--- config.mk ---
export PLATFORM = sky130hd
export DESIGN_NAME = logic32_seq
export DESIGN_NICKNAME = d
export VERILOG_FILES = /design/src/rtl/alu_logic_pkg.sv /design/src/rtl/logic_slice.sv /design/src/rtl/logic32_seq.sv
export SDC_FILE = /design/constraint.sdc
export NUM_CORES = 1
export LEC_CHECK = 0
export CAP_MARGIN = 20
export CORE_MARGIN = 10
export CORE_UTILIZATION = 40
export DETAILED_ROUTE_END_ITERATION = 10
export DONT_BUFFER_PORTS = 1
export HOLD_SLACK_MARGIN = 0.15
export PLACE_DENSITY = 0.56
export SETUP_SLACK_MARGIN = 0.05
export SYNTH_ARGS = -nofsm -noshare
export SYNTH_HDL_FRONTEND = slang
export SYNTH_SLANG_ARGS = --single-unit
--- constraint.sdc ---
create_clock -name clk -period 4.1 [get_ports clk]
set_input_delay 1.025 -clock clk [delete_from_list [all_inputs] [get_ports clk]]
set_output_delay 1.025 -clock clk [all_outputs]
set_load 0.01 [all_outputs]
--- src/rtl/alu_logic_pkg.sv ---
// Shared opcode and state encodings for the sequential bitwise logic unit.
package alu_logic_pkg;

   localparam logic [1:0] OP_AND  = 2'b00;
   localparam logic [1:0] OP_OR   = 2'b01;
   localparam logic [1:0] OP_XOR  = 2'b10;
   localparam logic [1:0] OP_ANDN = 2'b11;

   typedef enum logic [1:0] {
      IDLE = 2'b00,
      BUSY = 2'b01,
      DONE = 2'b10
   } state_e;

endpackage

--- src/rtl/logic_slice.sv ---
// Combinational SLICE-wide bitwise op unit, reused every cycle by logic32_seq.
module logic_slice
   import alu_logic_pkg::*;
#(
   parameter int unsigned SLICE = 8
) (
   input  logic [SLICE-1:0] a,
   input  logic [SLICE-1:0] b,
   input  logic [1:0]       op,
   output logic [SLICE-1:0] y
);

   always_comb begin
      y = '0;
      unique case (op)
         OP_AND:  y = a & b;
         OP_OR:   y = a | b;
         OP_XOR:  y = a ^ b;
         OP_ANDN: y = a & ~b;
         default: y = '0;
      endcase
   end

endmodule

--- src/rtl/logic32_seq.sv ---
// Multi-cycle bitwise logic unit: one SLICE-bit chunk per cycle through a shared slice,
// valid/ready request in, valid/ready response out.
module logic32_seq
   import alu_logic_pkg::*;
#(
   parameter int unsigned WIDTH = 32,
   parameter int unsigned SLICE = 8
) (
   input  logic             clk,
   input  logic             rst,
   input  logic             req_valid,
   output logic             req_ready,
   input  logic [1:0]       req_op,
   input  logic [WIDTH-1:0] req_a,
   input  logic [WIDTH-1:0] req_b,
   output logic             rsp_valid,
   input  logic             rsp_ready,
   output logic [WIDTH-1:0] rsp_result,
   output logic             rsp_zero
);

   localparam int unsigned NSLICE = WIDTH / SLICE;
   localparam int unsigned CW     = (NSLICE > 1) ? $clog2(NSLICE) : 1;
   localparam logic [CW-1:0] LAST = CW'(NSLICE - 1);

   if (WIDTH % SLICE != 0) begin : g_bad_slice
      $error("logic32_seq: WIDTH must be a multiple of SLICE");
   end

   state_e           state_q;
   logic [CW-1:0]    cnt_q;
   logic [WIDTH-1:0] a_q;
   logic [WIDTH-1:0] b_q;
   logic [1:0]       op_q;

   logic [SLICE-1:0] a_sl;
   logic [SLICE-1:0] b_sl;
   logic [SLICE-1:0] slice_y;
   logic [WIDTH-1:0] res_next;

   assign a_sl = a_q[cnt_q*SLICE +: SLICE];
   assign b_sl = b_q[cnt_q*SLICE +: SLICE];

   logic_slice #(
      .SLICE (SLICE)
   ) u_slice (
      .a  (a_sl),
      .b  (b_sl),
      .op (op_q),
      .y  (slice_y)
   );

   // Full result with the current slice merged in; the zero flag on the last slice needs it.
   always_comb begin
      res_next = rsp_result;
      res_next[cnt_q*SLICE +: SLICE] = slice_y;
   end

   always_ff @(posedge clk) begin
      if (rst) begin
         state_q    <= IDLE;
         cnt_q      <= '0;
         a_q        <= '0;
         b_q        <= '0;
         op_q       <= '0;
         req_ready  <= 1'b1;
         rsp_valid  <= 1'b0;
         rsp_result <= '0;
         rsp_zero   <= 1'b0;
      end else begin
         unique case (state_q)
            IDLE: begin
               if (req_valid && req_ready) begin
                  a_q        <= req_a;
                  b_q        <= req_b;
                  op_q       <= req_op;
                  cnt_q      <= '0;
                  rsp_result <= '0;
                  rsp_zero   <= 1'b0;
                  req_ready  <= 1'b0;
                  state_q    <= BUSY;
               end
            end
            BUSY: begin
               rsp_result <= res_next;
               cnt_q      <= cnt_q + 1'b1;
               if (cnt_q == LAST) begin
                  rsp_valid <= 1'b1;
                  rsp_zero  <= (res_next == '0);
                  state_q   <= DONE;
               end
            end
            DONE: begin
               // No accept on the handshake edge: req_ready only returns once back in IDLE.
               if (rsp_ready) begin
                  rsp_valid <= 1'b0;
                  req_ready <= 1'b1;
                  state_q   <= IDLE;
               end
            end
            default: begin
               state_q <= IDLE;
            end
         endcase
      end
   end

endmodule
==> impl.org <==
** Synthesis
- Synthesis produced 579 cells.
- Synthesis inferred 105 register bits.
- In this run, synthesis inferred 0 flip-flops with an integrated enable.
- The average instance in the mapped netlist occupies 8.35 sq um.
- After synthesis, the share of flip-flops with an asynchronous set or reset is 0%.
- Synth warnings :: 0
- When the netlist entered floorplanning its net count stood at about 670.
- Post-synthesis sequential area ratio :: 43.5%
- Post-synthesis cell type count :: 49
- Among all flip-flop cells after synthesis, the most frequent one is dfxtp_1.
- In this run the cell area of the synthesized design comes to between 4000 and 5000 sq um.

** Placement
- Buffers placed on the I/O ports in this run total 0.
- Placed wire-length estimate after detailed placement :: about 9700 microns
- The placed instances occupy a cell area of 4920 sq um.
- At the end of routability-driven placement, the weighted congestion stood at 0.877.

** Clocking
- In this run the clock root is driven by a clkbuf_16.
- H-tree level count :: 3
- Buffers added to address setup during post-CTS repair amount to 0.
- Clock tree sinks :: 105
- Once the clock tree was built, the resizer swapped 0 gates to a different size.
- Clock tree from TritonCTS :: built
- The longest clock path from root to sink contains 2 buffers.
- Total clock buffers created by CTS :: 9
- Worst skew pair latency :: 0.34 ns
- After clock tree synthesis, the clock-pin slew on the worst setup and hold paths is 0.07 ns.
- The number of hold buffers added after CTS was 0.

** Route
- DRC violation count after routing :: 0
- After detailed routing, the number of vias per cell comes to 5.68.
- Once detail routing completed, the nets flagged for antenna violations numbered 0.
- Count of vias placed by the detailed router :: 4018
- DR WL/cell :: 18.7 microns
- First-pass DRT Iterations :: 5
- Routed wire length :: 13200 microns
- After the first detailed-routing iteration, the DRC count stood at 317.

** Critical path
- The worst setup path is launched from a flip-flop.
- The critical path goes through buf_4, mux4_2, inv_1, ha_1, a22oi_1, o22ai_1, or4_4, o41ai_2, nand4b_1, o21ai_1.
- Buffer and inverter count on the worst path :: 2
- The worst setup path is captured at a flip-flop.
- The worst setup path is of the flip-flop to flip-flop kind.
- Cell family contributing the most delay on the critical path :: compound AO/OA/AOI/OAI gates
- For the worst setup path, the data arrival time is around 3.5 ns.
- CP max FO :: 12
- Cell with the biggest individual delay on the critical path :: dfxtp_1
- Data on the critical path is required at its endpoint by 4.38 ns.
- The largest single stage delay on the critical path is roughly 0.66 ns.

** STA
- The worst path uses 79.2% of the clock period.
- Period minus WS final :: 3.25 ns
- Headroom to the max-slew limit came out at 38.3%.
- Max-slew violations :: 0
- Post-route clock skew :: between 0.005 and 0.006 ns
- Hold timing on the final database bottoms out at a slack of 0.450 ns.
- Static timing analysis puts the maximum clock frequency at between 300 and 400 MHz.
- Setup repair after global routing left no endpoint under its margin.
- Accumulated negative setup slack :: 0 ns
- Slew at the pin closest to its max-slew limit :: 0.925 ns
- Number of endpoints with negative hold slack in the final report :: 0
- # setup viols final :: 0

** Floorplan
- Once the floorplan was initialized, standard cells occupied 40.6% of the core.
- After floorplanning, the core was sized to cover 11900 sq um.
- Floorplan die height :: approximately 130 microns
- Die ar. :: about 17000 sq um
- 105 I/O pins were placed.
- Die W :: around 130 microns
- Row Count :: 40

** Cells and area
- The number of antenna diodes in the final layout is 0.
- Layout Nets :: 642
- Cells fill 43.6% of the core in the end.
- Fin area :: ~5200 sq um
- The layout has 1228 filler cells.
- Most common cell after layout, fill and taps aside :: nand2_1
- Share of post-route cells with drive strength above 1 :: 6.60%
- Compared with the post-synthesis result, the final layout area differs by 7.32%.
- Leaving out fill and tap cells, the most frequent cells in the layout are nand2_1 (147), dfxtp_1 (105), a21oi_1 (84).

** Power
- The analysis attributes to cell leakage a power of 1.88 nW.
- Portion of total power attributed to the clock network :: 37.2%
- Combinational logic burns a little under an eighth of the power.
- Sequential fraction of design power :: a little over 50%
- The analysis attributes to net switching a power of 0.000566 W.
- Power consumption :: roughly 0.0022 W
- P_int :: 0.00159 W
- Cell area power density :: 416 nW/um^2
- Net switching is 26.3% of the power.
- VDD sags by at most 0.000281 V.

** Global routing
- The first global-routing pass estimated 21300 microns of wire.
- Global-route usage over all layers :: 15.8%
- Entering global routing, the biggest net connects approximately 110 pins.
- Number of antenna violations at the first check in global routing :: 0
- The total overflow left after global routing is 0.
- Via count of the first global-routing pass :: 4049

** Run
- The tool flagged a number of max-cap violations equal to 0.

** Run status
- The flow ran to the end, and the final reports show no timing, DRC or antenna violations.

** Min path
- Worst hold path type :: flip-flop to flip-flop
==> Yosys cell counts, drive strengths merged, types with 4 or more instances <==
| library cell | number | area [sq um] |
|---|---|---|
| a22oi | 34 | 255 |
| ha | 16 | 200 |
| buf | 6 | 33.8 |
| inv | 28 | 105 |
| nand2b | 4 | 25.0 |
| a31o | 4 | 35.0 |
| nor2 | 41 | 154 |
| xor2 | 7 | 61.3 |
| a21oi | 84 | 420 |
| nand2 | 147 | 552 |
| nor3 | 10 | 50.1 |
| nand4 | 4 | 25.0 |
| clkbuf | 32 | 120 |
| mux4 | 16 | 383 |
| dfxtp | 105 | 2100 |
==> routing by layer <==
layer,wire length [microns],vias up,track usage [%]
met5,0,-,0
met4,119,0,4.30
met3,1110,10,5.76
met2,6530,113,26.8
met1,5460,1951,18.3
li1,-,1944,-
==> registers in the layout, indices dropped and copies added, names as in the netlist <==
signal / cells
state_q: 2
rsp_zero: 1
a_q: 32
cnt_q: 2
b_q: 32
op_q: 2
rsp_result: 32
req_ready: 1
rsp_valid: 1
==> worst paths after layout <==
kind	depth (start not counted)	startpoint	end	slack (ns)
hold reg to reg	2	a_q[1]	a_q[1]	0.45
hold / removal	2	a_q[1]	a_q[1]	0.45
setup reg to reg	10	cnt_q[0]	rsp_zero	0.85
setup / recovery	10	cnt_q[0]	rsp_zero	0.85
==> worst reg2reg max path, cell delays in order (launching register included) <==
cell and delay, ns:
dfxtp_1 0.66, buf_4 0.31, mux4_2 0.36, inv_1 0.10, ha_1 0.23, a22oi_1 0.21
o22ai_1 0.24, or4_4 0.60, o41ai_2 0.22, nand4b_1 0.14, o21ai_1 0.12
==> cells by family (layout without fill, tap and decap cells) <==
group / count (synthesis) / count (layout) / synth area share, %
adder cells (fa/ha/maj): 16 / 16 / 4.14
flip-flops: 105 / 105 / 43.5
buffers and inverters: 66 / 48 / 5.35
multiplexers: 17 / 17 / 8.15
XOR/XNOR: 8 / 8 / 1.45
AO/OA/AOI/OAI: 142 / 142 / 18.1
AND/OR/NAND/NOR: 225 / 225 / 19.4
==> per-stage QoR <==
stage                     std cells  worst slack (ns)
final                           708             0.854
after global routing            708             0.607
after CTS                       708             0.827
after detailed placement        692             0.865
after global placement          691             0.950
after floorplan                 579              1.19
==> power by group through the flow <==
stage,clock network [W],registers [W],logic [W]
2_1_floorplan,0,0.00111,0.000219
5_1_grt,0.000869,0.00111,0.000293
3_3_place_gp,0,0.00112,0.000246
3_5_place_dp,0,0.00112,0.000257
6_report,0.000803,0.00110,0.000256
4_1_cts,0.000819,0.00110,0.000258
==> cell type report <==
class / instances / area, sq um / share of cell area [%]
multi-input cells: 408 / 2480 / 47.8
well taps: 147 / 184 / 3.54
repair buffers: 4 / 42.5 / 0.819
inverters: 28 / 105 / 2.02
clock inverters: 4 / 28.8 / 0.554
flip-flops and latches: 105 / 2100 / 40.5
clock buffers: 12 / 246 / 4.75
(Power assumes the default switching activity.)
